`config.mk`:
```
export PLATFORM = sky130hd
export DESIGN_NAME = s_axis_cc_adapt
export DESIGN_NICKNAME = d
export VERILOG_FILES = /design/src/rtl/s_axis_cc_adapt_pkg.sv /design/src/rtl/s_axis_cc_adapt_skid.sv /design/src/rtl/s_axis_cc_adapt.sv
export SDC_FILE = /design/constraint.sdc
export NUM_CORES = 1
export LEC_CHECK = 0
export CAP_MARGIN = 25
export CORE_MARGIN = 2
export CORE_UTILIZATION = 35
export CTS_CLUSTER_DIAMETER = 40
export DETAILED_ROUTE_END_ITERATION = 7
export PLACE_DENSITY = 0.63
export SYNTH_ARGS = -nofsm -noshare
export SYNTH_HDL_FRONTEND = slang
export SYNTH_HIERARCHICAL = 1
export SYNTH_SLANG_ARGS = --single-unit
```
`constraint.sdc`:
```
create_clock -name user_clk -period 9.6 [get_ports user_clk]
set_clock_uncertainty 0.15 [all_clocks]
set_input_delay 1.92 -clock user_clk [delete_from_list [all_inputs] [get_ports user_clk]]
set_output_delay 1.92 -clock user_clk [all_outputs]
set_load 0.01 [all_outputs]
```
`src/rtl/s_axis_cc_adapt_pkg.sv`:
```
// s_axis_cc_adapt_pkg
//   Shared constants for the UltraScale completer-completion adapter:
//   - bit offsets of the legacy 3DW completion header fields (L0..L2)
//   - bit offsets of the UltraScale CC descriptor fields (D0..D2)
//   - completion type code, 4 KiB byte count and maximum dword count
//   - popcount helper used by the length checker
package s_axis_cc_adapt_pkg;

  // Dword base positions of the header inside the first data beat
  localparam int L0_BASE = 0;
  localparam int L1_BASE = 32;
  localparam int L2_BASE = 64;

  // Legacy header, DW0
  localparam int L0_LEN_LSB      = 0;
  localparam int L0_ATTR_LSB     = 12;
  localparam int L0_EP_BIT       = 14;
  localparam int L0_TC_LSB       = 20;
  localparam int L0_TYPE_LSB     = 24;
  localparam int L0_HAS_DATA_BIT = 30;

  // Legacy header, DW1
  localparam int L1_BC_LSB     = 0;
  localparam int L1_STATUS_LSB = 13;
  localparam int L1_CPL_ID_LSB = 16;

  // Legacy header, DW2
  localparam int L2_LADDR_LSB  = 0;
  localparam int L2_TAG_LSB    = 8;
  localparam int L2_REQ_ID_LSB = 16;

  // CC descriptor, DW0
  localparam int D0_LADDR_LSB  = 0;
  localparam int D0_AT_LSB     = 8;
  localparam int D0_BC_LSB     = 16;
  localparam int D0_LOCKED_BIT = 29;

  // CC descriptor, DW1
  localparam int D1_DWCNT_LSB  = 0;
  localparam int D1_STATUS_LSB = 11;
  localparam int D1_EP_BIT     = 14;
  localparam int D1_REQ_ID_LSB = 16;

  // CC descriptor, DW2
  localparam int D2_TAG_LSB       = 0;
  localparam int D2_CPL_ID_LSB    = 8;
  localparam int D2_CPL_ID_EN_BIT = 24;
  localparam int D2_TC_LSB        = 25;
  localparam int D2_ATTR_LSB      = 28;

  localparam logic [4:0]  CPLLK        = 5'h0B;
  localparam logic [12:0] BYTECOUNT_4K = 13'h1000;
  localparam logic [10:0] MAX_DWCNT    = 11'd1024;

  // Three header dwords, DW0 in the low bits
  typedef struct packed {
    logic [31:0] dw2;
    logic [31:0] dw1;
    logic [31:0] dw0;
  } hdr3_t;

  function automatic logic [3:0] popcount8(input logic [7:0] v);
    logic [3:0] c;
    c = 4'd0;
    for (int i = 0; i < 8; i++) c = c + {3'd0, v[i]};
    return c;
  endfunction

endpackage

```
`src/rtl/s_axis_cc_adapt_skid.sv`:
```
// axis_skid_buf
//   Two-entry output buffer for an AXI-Stream style channel. One cycle of
//   latency, full throughput, and a registered upstream ready that drops
//   only when both entries hold data. The head entry is held stable while
//   the downstream side stalls.
// Ports
//   i_clk, i_rst       clock, asynchronous active-high reset
//   i_data, i_valid    upstream beat
//   o_ready            upstream ready (registered)
//   o_data, o_valid    downstream beat
//   i_ready            downstream ready
module axis_skid_buf #(
  parameter int WIDTH = 8
) (
  input  logic             i_clk,
  input  logic             i_rst,
  input  logic [WIDTH-1:0] i_data,
  input  logic             i_valid,
  output logic             o_ready,
  output logic [WIDTH-1:0] o_data,
  output logic             o_valid,
  input  logic             i_ready
);

  logic [WIDTH-1:0] r_mem [2];
  logic             r_wptr;
  logic             r_rptr;
  logic [1:0]       r_count;
  logic             r_ready;

  logic             w_push;
  logic             w_pop;
  logic [1:0]       w_count_nxt;

  assign w_push = i_valid & r_ready;
  assign w_pop  = (r_count != 2'd0) & i_ready;

  always_comb begin
    w_count_nxt = r_count;
    case ({w_push, w_pop})
      2'b10:   w_count_nxt = r_count + 2'd1;
      2'b01:   w_count_nxt = r_count - 2'd1;
      default: w_count_nxt = r_count;
    endcase
  end

  always_ff @(posedge i_clk or posedge i_rst) begin
    if (i_rst) begin
      r_mem[0] <= '0;
      r_mem[1] <= '0;
      r_wptr   <= 1'b0;
      r_rptr   <= 1'b0;
      r_count  <= 2'd0;
      r_ready  <= 1'b0;
    end else begin
      if (w_push) begin
        r_mem[r_wptr] <= i_data;
        r_wptr        <= ~r_wptr;
      end
      if (w_pop) r_rptr <= ~r_rptr;
      r_count <= w_count_nxt;
      // Ready is a pure register: it looks ahead at next cycle's occupancy.
      r_ready <= (w_count_nxt != 2'd2);
    end
  end

  assign o_data  = r_mem[r_rptr];
  assign o_valid = (r_count != 2'd0);
  assign o_ready = r_ready;

endmodule

```
`src/rtl/s_axis_cc_adapt.sv`:
```
// s_axis_cc_adapt
//   Converts legacy 7-series 3DW completion TLPs into UltraScale CC
//   descriptor format. The header beat has its first three dwords rewritten.
//   Payload passes through unchanged, since it is DW3-aligned on both sides.
//   The number of dwords in the packet is checked against the header length.
//   A mismatch marks the last beat as discontinued and pulses cc_len_err.
// Ports
//   user_clk, user_reset               clock, asynchronous active-high reset
//   s_axis_cc_t{data,keep,last,valid}  legacy completion stream in
//   s_axis_cc_tready                   legacy ready, replicated on 4 bits
//   s_axis_cc_tuser                    ignored
//   s_axis_cc_t{data,keep,last}_a      IP-side stream, dword keep
//   s_axis_cc_tvalid_a/_tready_a       IP-side handshake (ready bit 0 only)
//   s_axis_cc_tuser_a                  [0] discontinue, parity bits zero
//   cc_len_err                         length mismatch, seen at input accept
//
// state   | meaning
// HDR     | next accepted beat carries the 3DW header
// BODY    | inside a packet, beats pass through
module s_axis_cc_adapt
  import s_axis_cc_adapt_pkg::*;
#(
  parameter int   DATA_WIDTH      = 128,
  parameter int   KEEP_WIDTH      = DATA_WIDTH/8,
  parameter logic COMPLETER_ID_EN = 1'b0
) (
  input  logic                    user_clk,
  input  logic                    user_reset,
  input  logic [DATA_WIDTH-1:0]   s_axis_cc_tdata,
  input  logic [KEEP_WIDTH-1:0]   s_axis_cc_tkeep,
  input  logic                    s_axis_cc_tlast,
  input  logic                    s_axis_cc_tvalid,
  output logic [3:0]              s_axis_cc_tready,
  input  logic [3:0]              s_axis_cc_tuser,
  output logic [DATA_WIDTH-1:0]   s_axis_cc_tdata_a,
  output logic [KEEP_WIDTH/4-1:0] s_axis_cc_tkeep_a,
  output logic                    s_axis_cc_tlast_a,
  output logic                    s_axis_cc_tvalid_a,
  input  logic [3:0]              s_axis_cc_tready_a,
  output logic [32:0]             s_axis_cc_tuser_a,
  output logic                    cc_len_err
);

  localparam int NDW    = KEEP_WIDTH/4;
  localparam int SKID_W = DATA_WIDTH + NDW + 2;

  localparam logic [0:0] ST_HDR  = 1'b0;
  localparam logic [0:0] ST_BODY = 1'b1;

  logic [0:0]            r_state;
  logic [10:0]           r_dw_cnt;
  logic [10:0]           r_exp_dws;

  logic                  w_tready;
  logic                  w_accept;
  logic [12:0]           w_bytecnt;
  logic [10:0]           w_dwcnt;
  hdr3_t                 w_desc;
  logic [DATA_WIDTH-1:0] w_data;
  logic [NDW-1:0]        w_keep_a;
  logic [7:0]            w_keep8;
  logic [3:0]            w_beat_dws;
  logic [10:0]           w_base;
  logic [10:0]           w_total;
  logic [10:0]           w_exp;
  logic                  w_mismatch;
  logic [SKID_W-1:0]     w_skid_in;
  logic [SKID_W-1:0]     w_skid_out;
  logic                  w_discont_a;
  logic                  w_unused_ok;

  assign w_accept         = s_axis_cc_tvalid & w_tready;
  assign s_axis_cc_tready = {4{w_tready}};

  // Header field decode. Only meaningful on the HDR beat.
  always_comb begin
    w_bytecnt = (s_axis_cc_tdata[L1_BASE + L1_BC_LSB +: 12] == 12'h000)
                ? BYTECOUNT_4K
                : {1'b0, s_axis_cc_tdata[L1_BASE + L1_BC_LSB +: 12]};
    if (!s_axis_cc_tdata[L0_BASE + L0_HAS_DATA_BIT])
      w_dwcnt = 11'd0;
    else if (s_axis_cc_tdata[L0_BASE + L0_LEN_LSB +: 10] == 10'd0)
      w_dwcnt = MAX_DWCNT;
    else
      w_dwcnt = {1'b0, s_axis_cc_tdata[L0_BASE + L0_LEN_LSB +: 10]};
  end

  always_comb begin
    w_desc = '0;
    w_desc.dw0[D0_LADDR_LSB +: 7]  = s_axis_cc_tdata[L2_BASE + L2_LADDR_LSB +: 7];
    w_desc.dw0[D0_AT_LSB +: 2]     = 2'b00;
    w_desc.dw0[D0_BC_LSB +: 13]    = w_bytecnt;
    w_desc.dw0[D0_LOCKED_BIT]      = (s_axis_cc_tdata[L0_BASE + L0_TYPE_LSB +: 5] == CPLLK);
    w_desc.dw1[D1_DWCNT_LSB +: 11] = w_dwcnt;
    w_desc.dw1[D1_STATUS_LSB +: 3] = s_axis_cc_tdata[L1_BASE + L1_STATUS_LSB +: 3];
    w_desc.dw1[D1_EP_BIT]          = s_axis_cc_tdata[L0_BASE + L0_EP_BIT];
    w_desc.dw1[D1_REQ_ID_LSB +: 16] = s_axis_cc_tdata[L2_BASE + L2_REQ_ID_LSB +: 16];
    w_desc.dw2[D2_TAG_LSB +: 8]    = s_axis_cc_tdata[L2_BASE + L2_TAG_LSB +: 8];
    w_desc.dw2[D2_CPL_ID_LSB +: 16] = s_axis_cc_tdata[L1_BASE + L1_CPL_ID_LSB +: 16];
    w_desc.dw2[D2_CPL_ID_EN_BIT]   = COMPLETER_ID_EN;
    w_desc.dw2[D2_TC_LSB +: 3]     = s_axis_cc_tdata[L0_BASE + L0_TC_LSB +: 3];
    w_desc.dw2[D2_ATTR_LSB +: 3]   = {1'b0, s_axis_cc_tdata[L0_BASE + L0_ATTR_LSB +: 2]};
  end

  always_comb begin
    w_data = s_axis_cc_tdata;
    if (r_state == ST_HDR) w_data[95:0] = w_desc;
  end

  // Legacy keep is per byte; the IP side wants one bit per dword.
  always_comb begin
    w_keep_a = '0;
    for (int i = 0; i < NDW; i++) w_keep_a[i] = s_axis_cc_tkeep[4*i];
  end

  always_comb begin
    w_keep8 = '0;
    w_keep8[NDW-1:0] = w_keep_a;
  end

  assign w_beat_dws = popcount8(w_keep8);

  // On the header beat the running count restarts and the expected length
  // comes straight from the header being accepted; afterwards it is latched.
  assign w_base     = (r_state == ST_HDR) ? 11'd0 : r_dw_cnt;
  assign w_total    = w_base + {7'd0, w_beat_dws};
  assign w_exp      = (r_state == ST_HDR) ? (11'd3 + w_dwcnt) : r_exp_dws;
  assign w_mismatch = s_axis_cc_tlast & (w_total != w_exp);
  assign cc_len_err = w_accept & w_mismatch;

  always_ff @(posedge user_clk or posedge user_reset) begin
    if (user_reset) begin
      r_state   <= ST_HDR;
      r_dw_cnt  <= 11'd0;
      r_exp_dws <= 11'd0;
    end else if (w_accept) begin
      if (s_axis_cc_tlast) begin
        r_state  <= ST_HDR;
        r_dw_cnt <= 11'd0;
      end else begin
        r_state   <= ST_BODY;
        r_dw_cnt  <= w_total;
        r_exp_dws <= w_exp;
      end
    end
  end

  assign w_skid_in = {w_data, w_keep_a, s_axis_cc_tlast, w_mismatch};

  axis_skid_buf #(
    .WIDTH (SKID_W)
  ) u_skid (
    .i_clk   (user_clk),
    .i_rst   (user_reset),
    .i_data  (w_skid_in),
    .i_valid (s_axis_cc_tvalid),
    .o_ready (w_tready),
    .o_data  (w_skid_out),
    .o_valid (s_axis_cc_tvalid_a),
    .i_ready (s_axis_cc_tready_a[0])
  );

  assign {s_axis_cc_tdata_a, s_axis_cc_tkeep_a, s_axis_cc_tlast_a, w_discont_a} = w_skid_out;
  assign s_axis_cc_tuser_a = {32'd0, w_discont_a};

  assign w_unused_ok = ^{s_axis_cc_tuser, s_axis_cc_tready_a[3:1], s_axis_cc_tkeep};

endmodule
```
; Word level (Yosys, flattened, before mapping)
; Cells that the tools add are included.
[word_totals]
regBits = 296
input_bits = 156
out_inout_bits = 172
[op_classes]
n_addsub = 7
order_cmp = 3
n_eq_ne = 5
muxes = 15
bitwise = 9
reduce_logical = 5
[op_table]
columns = cell, n
row1 = 134-bit 2-to-1 mux, 4
row2 = 268-bit bitwise mux, 1
row3 = 134-bit demux with 1-bit select, 1
row4 = 96-bit 2-to-1 mux, 1
row5 = 11-bit 2-to-1 mux, 5
row6 = 13-bit 2-to-1 mux, 1
row7 = 12-bit logical NOT, 1
row8 = 11-bit by 4-bit adder with 11-bit output, 1
row9 = 2-bit by 11-bit adder with 11-bit output (first input constant), 1
row10 = 11-bit inequality test, 1
row11 = 10-bit logical NOT, 1
row12 = 5-bit by 4-bit equality test with 1-bit output (second input constant), 1
row13 = 3-bit by 1-bit adder with 4-bit output, 1
row14 = 1-bit bitwise AND, 4
row15 = 2-bit >= comparator (second input constant), 2
row16 = 1-bit inverter with 2-bit output, 2
row17 = 2-bit case mux with 2 select lines, 1
row18 = 2-bit by 1-bit adder with 3-bit output, 1
row19 = 1-bit inverter, 3
row20 = 1-bit by 1-bit adder with 2-bit output, 1
row21 = 2-bit by 1-bit adder with 2-bit output (second input constant), 1
row22 = 2-bit by 1-bit equality test with 1-bit output (second input constant), 1
row23 = 2-bit equality test (second input constant), 1
row24 = 2-bit by 1-bit less-than comparator with 1-bit output (second input constant), 1
row25 = other kinds (6), 6

; Depth between registers and ports, before layout
; Gate-level depths: netlist (run 1).
[depth]
ltp_word = 8
ltp_mapped = 15
depth_no_buf = 12

; Hierarchy
; Netlist (run 1), hierarchy kept.
[by_module_without_submodules]
columns = mod, instances, cells_each, area_each_um2, seq_area_each_um2
row1 = axis_skid_buf, 1, 738, 11917.7, 6831.6
row2 = s_axis_cc_adapt, 1, 367, 3096.7, 575.6

; Worst setup path after synthesis (run 1)
; No wires, ideal clock.
[synth_timing]
kind = input -> output
start = in s_axis_cc_tkeep[0]
end = out cc_len_err
t_arrival_ns = 4.561
required_ns = 7.530
setup_slack_ns = 2.969
cell_stages = 11
n_path_buf = 0
cell_sequence = fa_1 inv_1 fa_1 inv_1 fa_1 nand3_2 nor4_1 xnor2_1 nand4_1 a2111oi_2 a21oi_1
[synth_between]
elab_chain_len = 7
[synth_lines]
columns = element, line_no
row1 = "start, declared", s_axis_cc_adapt.sv:30  ; input logic [KEEP_WIDTH-1:0] s_axis_cc_tkeep,
row2 = 1-bit by 1-bit adder with 2-bit output, s_axis_cc_adapt_pkg.sv:65  ; for (int i = 0; i < 8; i++) c = c + {3'd0, v[i]};
row3 = 2-bit by 1-bit adder with 3-bit output, s_axis_cc_adapt_pkg.sv:65
row4 = 3-bit by 1-bit adder with 4-bit output, s_axis_cc_adapt_pkg.sv:65
row5 = 11-bit by 4-bit adder with 11-bit output, s_axis_cc_adapt.sv:126  ; assign w_total = w_base + {7'd0, w_beat_dws};
row6 = 11-bit inequality test, s_axis_cc_adapt.sv:128  ; assign w_mismatch = s_axis_cc_tlast & (w_total != w_exp);
row7 = 1-bit bitwise AND, s_axis_cc_adapt.sv:128
row8 = 1-bit bitwise AND, s_axis_cc_adapt.sv:129  ; assign cc_len_err = w_accept & w_mismatch;
row9 = "end, declared", s_axis_cc_adapt.sv:41  ; output logic cc_len_err
; Every way passes these cells.

; Worst setup path in the final report (run 1)
; Same ends and word-level chain as after synthesis.

==> flow_results.xml, run 1 <==
<?xml version="1.0" encoding="UTF-8"?>
<metrics>
  <group name="floorplanning">
    <metric name="fp.dieArea" unit="um2">44600</metric>
    <metric name="initial_core_util" unit="%">35.6</metric>
    <metric name="floorplan.die.width" unit="um">211</metric>
    <metric name="core_region_area" unit="um2">42100</metric>
    <metric name="die_h" unit="um">211</metric>
    <metric name="core.rowCount" unit="">75</metric>
    <metric name="io-pin-count" unit="">328</metric>
  </group>
  <group name="logic_synthesis">
    <metric name="syn_area" unit="um2">15000</metric>
    <metric name="most_common_cell_in_the_synthesized_netlist" unit="">sky130_fd_sc_hd__mux2_2</metric>
    <metric name="gate_count_of_the_mapped_netlist" unit="">1105</metric>
    <metric name="netlist.top_cell.by_area" unit="">sky130_fd_sc_hd__dfrtp_1</metric>
    <metric name="syn-mean-instance-area" unit="um2">13.6</metric>
    <metric name="synthesis.yosys.warnings" unit="">6</metric>
    <metric name="ys_async_sr_fraction" unit="%">100</metric>
    <metric name="synth_top_area_share" unit="%">49.3</metric>
    <metric name="synth-edff-count" unit="">0</metric>
    <metric name="synth.area.top_cells" unit="">sky130_fd_sc_hd__dfrtp_1, sky130_fd_sc_hd__mux2_2, sky130_fd_sc_hd__mux2_4</metric>
    <metric name="synth-seq-cells" unit="">296</metric>
    <metric name="synth-main-ff-cell" unit="">sky130_fd_sc_hd__dfrtp_1</metric>
    <metric name="ys_types" unit="">54</metric>
    <metric name="seq_total_area_yosys" unit="%">49.3</metric>
    <metric name="synth_top_cells_by_count" unit="">sky130_fd_sc_hd__mux2_2, sky130_fd_sc_hd__dfrtp_1, sky130_fd_sc_hd__nand2_1</metric>
  </group>
  <group name="finish">
    <metric name="finish.net_count" unit="">1542</metric>
    <metric name="drive_gt1_share" unit="%">41.8</metric>
    <metric name="stdcell_count" unit="">1965</metric>
    <metric name="fillerInstances" unit="">3662</metric>
    <metric name="syn2layout_area_growth" unit="%">34.3</metric>
    <metric name="fin_area" unit="um2">20200</metric>
  </group>
  <group name="global_route">
    <metric name="grt_remaining_overflow" unit="">0</metric>
    <metric name="grt_antenna_before_repair" unit="">2</metric>
    <metric name="grt_start_max_net_pins" unit="">167</metric>
    <metric name="groute.usage.overall" unit="%">17.9</metric>
    <metric name="wire_length_of_the_first_global_routing_pass" unit="um">61300</metric>
    <metric name="first_global_vias" unit="">10300</metric>
  </group>
  <group name="flow_run">
    <metric name="drv_cap" unit="">0</metric>
  </group>
  <group name="timing">
    <metric name="max-slew-margin-rel" unit="%">35.7</metric>
    <metric name="final-max-slew-violation-count" unit="">0</metric>
    <metric name="final_hold_viol_count" unit="">0</metric>
    <metric name="period_minus_slack" unit="ps">7930</metric>
    <metric name="fin_tns_setup" unit="ps">0</metric>
    <metric name="grt_setup_unrepaired" unit="">false</metric>
    <metric name="max_freq" unit="MHz">126</metric>
    <metric name="final-setup-viol-count" unit="">0</metric>
    <metric name="measured_slew_at_the_worst_slew_check_pin" unit="ps">964</metric>
    <metric name="timing.final.ws_setup" unit="ps">1670</metric>
    <metric name="period_share" unit="%">82.6</metric>
  </group>
  <group name="worst_setup_path">
    <metric name="crit_path_start_kind" unit="">input port</metric>
    <metric name="worstPathCellList" unit="">clkdlybuf4s50_1, fa_1, inv_1, fa_1, inv_1, fa_1, nand3_2, nor4_1, xnor2_1, nand4_1, a2111oi_2, a21oi_1, clkdlybuf4s50_1</metric>
    <metric name="critical-path-top-cell-by-count" unit="">sky130_fd_sc_hd__fa_1</metric>
    <metric name="cp_slowest_stage_delay" unit="ps">550</metric>
    <metric name="timing.critical_path.to_type" unit="">output port</metric>
    <metric name="path_max_fanout" unit="">6</metric>
    <metric name="worst_ep_required_time" unit="ps">7530</metric>
    <metric name="crit_path_top_delay_cell" unit="">sky130_fd_sc_hd__fa_1</metric>
    <metric name="timing.critical_path.arrival" unit="ps">5860</metric>
    <metric name="timing.setup.critical_path_class" unit="">in -&gt; out</metric>
  </group>
  <group name="routing">
    <metric name="drt_pass1_iterations" unit="">5</metric>
    <metric name="via_per_inst" unit="">4.92</metric>
    <metric name="route.detailed.wl_per_inst" unit="um">20.4</metric>
    <metric name="number_of_nets_with_antenna_violations_after_detailed_routing" unit="">0</metric>
    <metric name="drt-total-wl" unit="um">40200</metric>
    <metric name="number_of_drc_markers_in_iteration_0" unit="">401</metric>
    <metric name="detail_route.drc_violations" unit="">0</metric>
    <metric name="vias" unit="">9664</metric>
  </group>
  <group name="clocking">
    <metric name="cts.hold.buffers_added" unit="">0</metric>
    <metric name="cts_resized" unit="">0</metric>
    <metric name="cts_buffers" unit="">58</metric>
    <metric name="clk_pin_slew_worst_paths" unit="ps">50</metric>
    <metric name="root_buffer" unit="">sky130_fd_sc_hd__clkbuf_16</metric>
    <metric name="clk_path_buf_depth" unit="">3</metric>
    <metric name="clkSinkCount" unit="">296</metric>
    <metric name="clock_latency_on_the_worst_skew_pair" unit="ps">580</metric>
    <metric name="ctsHtreeMaxLevel" unit="">2</metric>
    <metric name="postCtsSetupBuffers" unit="">0</metric>
    <metric name="cts_tree" unit="">built</metric>
  </group>
  <group name="place">
    <metric name="place.detailed.instances" unit="">1858</metric>
    <metric name="gp_routability_congestion" unit="">0.789</metric>
    <metric name="place_ws" unit="ps">1660</metric>
    <metric name="placement.cell_area" unit="um2">18100</metric>
    <metric name="io_buffer_count" unit="">276</metric>
    <metric name="hpwlAfterDp" unit="um">27000</metric>
  </group>
  <group name="power">
    <metric name="largest_vdd_supply_drop" unit="V">0.000193</metric>
    <metric name="switchingPower" unit="W">0.00231</metric>
    <metric name="intPower" unit="W">0.00529</metric>
    <metric name="clock_power_share" unit="%">28.2</metric>
    <metric name="power_frac_comb" unit="%">42.6</metric>
    <metric name="cellPowerDensity" unit="nW/um2">377</metric>
    <metric name="power.sequential.fraction" unit="%">29.2</metric>
    <metric name="total_leakage_power" unit="nW">8.57</metric>
    <metric name="switching_share" unit="%">30.4</metric>
  </group>
  <group name="outcome">
    <metric name="status" unit="">finished, final reports clean</metric>
  </group>
  <group name="worst_hold_path">
    <metric name="worstHoldPathType" unit="">reg -&gt; reg</metric>
  </group>
</metrics>
through the flow:
| stage | power [W] | hold WS, ps | utilization (%) |
|---|---|---|---|
| 6_report | 0.00760 | 328 | 47.9 |
| 5_1_grt | 0.00801 | 351 | 47.9 |
| 4_1_cts | 0.00771 | 328 | 47.8 |
| 3_5_place_dp | 0.00550 | 311 | 42.8 |
| 3_3_place_gp | 0.00544 | 306 | 42.8 |
| 2_1_floorplan | 0.00414 | 291 | - |
cells by family after synthesis:
group                      share of synthesized area, %
muxes                                              37.0
adders and majority gates                         0.650
and+or+nand+nor                                    4.40
DFF                                                49.3
AOI/OAI and AO/OA                                  2.68
buffers and inverters                              4.38
other                                            0.0250
xor gates and xnor gates                           1.58
worst max-delay path: cells and delay by family:
kind / cells / cell delay, ps
adder cells (fa/ha/maj): 3 / 1240
buffers and inverters: 4 / 1120
AND/OR/NAND/NOR: 3 / 900
AO/OA/AOI/OAI: 2 / 510
XOR/XNOR: 1 / 180
cells in the final DEF, fill, tap and decap left out, types with 8 or more instances in the layout:
master,Yosys,final
sky130_fd_sc_hd__clkdlybuf4s50_1,0,276
sky130_fd_sc_hd__o21ai_0,21,21
sky130_fd_sc_hd__xor2_1,13,13
sky130_fd_sc_hd__a21oi_1,8,8
sky130_fd_sc_hd__bufinv_16,0,11
sky130_fd_sc_hd__clkinvlp_4,0,11
sky130_fd_sc_hd__clkbuf_16,0,58
sky130_fd_sc_hd__nor2_1,13,13
sky130_fd_sc_hd__dfrtp_1,296,294
sky130_fd_sc_hd__mux2_4,49,49
sky130_fd_sc_hd__nor4_1,8,8
sky130_fd_sc_hd__and2_1,18,18
sky130_fd_sc_hd__mux2_2,423,423
sky130_fd_sc_hd__nand2_1,51,51
sky130_fd_sc_hd__xnor2_1,14,14
sky130_fd_sc_hd__conb_1,1,32
area by class of cell:
class                           count  area, um2  area share, %
Clock buffer                       69       1560           7.75
Sequential cell                   296       7410           36.8
Multi-Input combinational cell    731       7080           35.1
Inverter                            9       41.3          0.205
Clock inverter                     36        528           2.62
Tap cell                          539        674           3.34
Antenna cell                        1       2.50         0.0124
Timing Repair Buffer              284       2870           14.2
power groups by stage:
stage / logic [W] / clock network [W] / registers, W
after floorplan: 0.00207 / 0 / 0.00207
after global placement: 0.00325 / 0 / 0.00219
after detailed placement: 0.00327 / 0 / 0.00223
after CTS: 0.00329 / 0.00220 / 0.00222
after global routing: 0.00347 / 0.00225 / 0.00229
final: 0.00324 / 0.00214 / 0.00221
routing by layer:
metal,share of wire (%),GRT usage (%),wire [um],vias up
met3,8.3,6.63,3350,52
met5,0.032,0,13,-
li1,-,-,-,4460
met4,1.9,5.61,753,2
met1,42,22.0,16800,4862
met2,48,29.3,19300,288
registers in the layout, indices dropped and copies added (netlist names):
signal	flops
u_skid/r_rptr	1
r_state	1
r_exp_dws	11
u_skid/r_mem	268
r_dw_cnt	11
u_skid/r_wptr	1
u_skid/o_ready	1
u_skid/r_count	2
path summary, 6_finish.rpt:
kind / from / endpoint / slack, ps / cells past startpoint
min: r_dw_cnt[1] / r_dw_cnt[1] / 330 / 2
max: s_axis_cc_tkeep[0] / cc_len_err / 1670 / 13
min in group asynchronous: user_reset / r_dw_cnt[0] / 1540 / 2
min reg2reg: r_dw_cnt[1] / r_dw_cnt[1] / 330 / 2
max reg2reg: r_state / u_skid/r_mem[134] / 5390 / 11
max in group asynchronous: user_reset / u_skid/r_rptr / 5980 / 3
Power figures use the tool's default switching activity.
==> run 2, diff against run 1 <==
- clock period: 9.6 -> 7 ns (I/O delays scaled with it)
==> flow_results.xml, run 2 (synthesis gave the netlist of run 1 again) <==
<?xml version="1.0" encoding="UTF-8"?>
<metrics>
  <group name="clocking">
    <metric name="clk_pin_slew_worst_paths" unit="ps">50</metric>
    <metric name="cts.hold.buffers_added" unit="">0</metric>
    <metric name="root_buffer" unit="">sky130_fd_sc_hd__clkbuf_16</metric>
    <metric name="clk_path_buf_depth" unit="">3</metric>
    <metric name="cts_tree" unit="">built</metric>
    <metric name="cts_resized" unit="">0</metric>
    <metric name="ctsHtreeMaxLevel" unit="">2</metric>
    <metric name="clkSinkCount" unit="">296</metric>
    <metric name="postCtsSetupBuffers" unit="">0</metric>
    <metric name="cts_buffers" unit="">56</metric>
    <metric name="clock_latency_on_the_worst_skew_pair" unit="ps">590</metric>
  </group>
  <group name="place">
    <metric name="placement.cell_area" unit="um2">18100</metric>
    <metric name="gp_routability_congestion" unit="">0.847</metric>
    <metric name="io_buffer_count" unit="">276</metric>
    <metric name="hpwlAfterDp" unit="um">27500</metric>
  </group>
  <group name="timing">
    <metric name="period_share" unit="%">94.9</metric>
    <metric name="final_hold_viol_count" unit="">0</metric>
    <metric name="fin_tns_setup" unit="ps">0</metric>
    <metric name="max_freq" unit="MHz">151</metric>
    <metric name="grt_setup_unrepaired" unit="">false</metric>
    <metric name="final-max-slew-violation-count" unit="">0</metric>
    <metric name="max-slew-margin-rel" unit="%">33.5</metric>
    <metric name="period_minus_slack" unit="ps">6640</metric>
    <metric name="measured_slew_at_the_worst_slew_check_pin" unit="ps">998</metric>
    <metric name="final-setup-viol-count" unit="">0</metric>
  </group>
  <group name="routing">
    <metric name="detail_route.drc_violations" unit="">0</metric>
    <metric name="drt-total-wl" unit="um">40700</metric>
    <metric name="route.detailed.wl_per_inst" unit="um">20.7</metric>
    <metric name="vias" unit="">9765</metric>
    <metric name="number_of_nets_with_antenna_violations_after_detailed_routing" unit="">0</metric>
    <metric name="drt_pass1_iterations" unit="">5</metric>
    <metric name="number_of_drc_markers_in_iteration_0" unit="">412</metric>
    <metric name="via_per_inst" unit="">4.97</metric>
  </group>
  <group name="finish">
    <metric name="fin_area" unit="um2">20100</metric>
    <metric name="syn2layout_area_growth" unit="%">33.7</metric>
    <metric name="regMostFlops" unit="">u_skid/r_mem</metric>
    <metric name="layout_commonest_cell" unit="">sky130_fd_sc_hd__mux2_2</metric>
    <metric name="largest_reg_flops" unit="">268</metric>
    <metric name="top_regs" unit="">u_skid/r_mem x268, r_dw_cnt x11, r_exp_dws x11</metric>
    <metric name="most_frequent_cells_in_the_layout" unit="">sky130_fd_sc_hd__mux2_2, sky130_fd_sc_hd__dfrtp_1, sky130_fd_sc_hd__clkdlybuf4s50_1</metric>
    <metric name="finish.net_count" unit="">1543</metric>
    <metric name="drive_gt1_share" unit="%">41.3</metric>
  </group>
  <group name="floorplanning">
    <metric name="core.rowCount" unit="">75</metric>
    <metric name="core_region_area" unit="um2">42100</metric>
    <metric name="die_h" unit="um">211</metric>
    <metric name="floorplan.die.width" unit="um">211</metric>
    <metric name="io-pin-count" unit="">328</metric>
    <metric name="initial_core_util" unit="%">35.6</metric>
    <metric name="fp.dieArea" unit="um2">44600</metric>
  </group>
  <group name="power">
    <metric name="total_leakage_power" unit="nW">8.53</metric>
    <metric name="cellPowerDensity" unit="nW/um2">514</metric>
    <metric name="largest_vdd_supply_drop" unit="V">0.000241</metric>
  </group>
  <group name="global_route">
    <metric name="wire_length_of_the_first_global_routing_pass" unit="um">61900</metric>
    <metric name="grt_remaining_overflow" unit="">0</metric>
    <metric name="grt_start_max_net_pins" unit="">132</metric>
    <metric name="first_global_vias" unit="">10400</metric>
    <metric name="grt_antenna_before_repair" unit="">5</metric>
    <metric name="groute.usage.overall" unit="%">18.2</metric>
  </group>
  <group name="worst_setup_path">
    <metric name="timing.setup.critical_path_class" unit="">in -&gt; out</metric>
    <metric name="worst_ep_required_time" unit="ps">5450</metric>
    <metric name="critical-path-top-cell-by-count" unit="">sky130_fd_sc_hd__fa_1</metric>
    <metric name="crit_path_top_delay_cell" unit="">sky130_fd_sc_hd__fa_1</metric>
    <metric name="worstPathCellList" unit="">clkdlybuf4s50_1, fa_1, inv_1, fa_1, inv_1, fa_1, nand3_2, nor4_1, buf_4, xnor2_1, nand4_1, a2111oi_2, a21oi_1, clkdlybuf4s50_1</metric>
    <metric name="path_max_fanout" unit="">6</metric>
    <metric name="crit_path_start_kind" unit="">input port</metric>
    <metric name="timing.critical_path.to_type" unit="">output port</metric>
    <metric name="r2r_cells" unit="">8</metric>
    <metric name="timing.critical_path.arrival" unit="ps">5090</metric>
    <metric name="cp_slowest_stage_delay" unit="ps">550</metric>
  </group>
  <group name="worst_hold_path">
    <metric name="worstHoldPathCells" unit="">1</metric>
    <metric name="worstHoldPathType" unit="">reg -&gt; reg</metric>
  </group>
  <group name="flow_run">
    <metric name="drv_cap" unit="">0</metric>
  </group>
  <group name="outcome">
    <metric name="status" unit="">finished, final reports clean</metric>
  </group>
</metrics>
==> run 2: stage by stage <==
step / hold slack (ps) / util [%] / power (W) / std cells / setup slack (ps)
3_3_place_gp: 303 / 43.0 / 0.00750 / 1862 / 363
5_1_grt: 351 / 47.6 / 0.0109 / 1965 / 175
3_5_place_dp: 318 / 43.0 / 0.00759 / 1862 / 393
4_1_cts: 329 / 47.6 / 0.0105 / 1964 / 365
6_report: 325 / 47.6 / 0.0103 / 1966 / 360
2_1_floorplan: 291 / - / 0.00568 / 1136 / 1410
==> run 2: layout make-up <==
cell class,instances,area (um2)
timing repair buffer,287,2900
sequential,296,7410
antenna,2,5.00
inverter,9,37.5
multi-input combinational,731,7080
tap,539,674
fill,3771,22100
clock inverter,27,427
clock buffer,75,1540
==> run 2: worst paths after layout <==
path | from | to | slack (ps)
max in group asynchronous | user_reset | u_skid/r_mem[10] | 4310
min in group asynchronous | user_reset | u_skid/r_mem[139] | 1020
min | r_exp_dws[10] | r_exp_dws[10] | 320
max | s_axis_cc_tkeep[0] | cc_len_err | 360
min reg2reg | r_exp_dws[10] | r_exp_dws[10] | 320
max reg2reg | r_state | u_skid/r_mem[134] | 3160
==> run 2: metal layers <==
metal  global-route usage (%)  vias to the layer above  share of wire (%)
li1                         -                     4470                  -
met1                     22.1                     4934                 41
met2                     29.7                      279                 48
met3                     6.87                       76                8.5
met4                     6.19                        6                2.5
met5                        0                        -              0.098
==> run 2: critical path, delay by kind of cell <==
| kind | cells | cell delay, ps |
|---|---|---|
| and+or+nand+nor | 3 | 620 |
| xor gates and xnor gates | 1 | 110 |
| AOI/OAI and AO/OA | 2 | 540 |
| adders and majority gates | 3 | 1120 |
| buffers and inverters | 5 | 1290 |
==> run 2: power by group <==
group	internal, W	total (W)	switching [W]
combinational	0.00272	0.00444	0.00173
sequential	0.00255	0.00306	0.000512
clock	0.00188	0.00281	0.000931
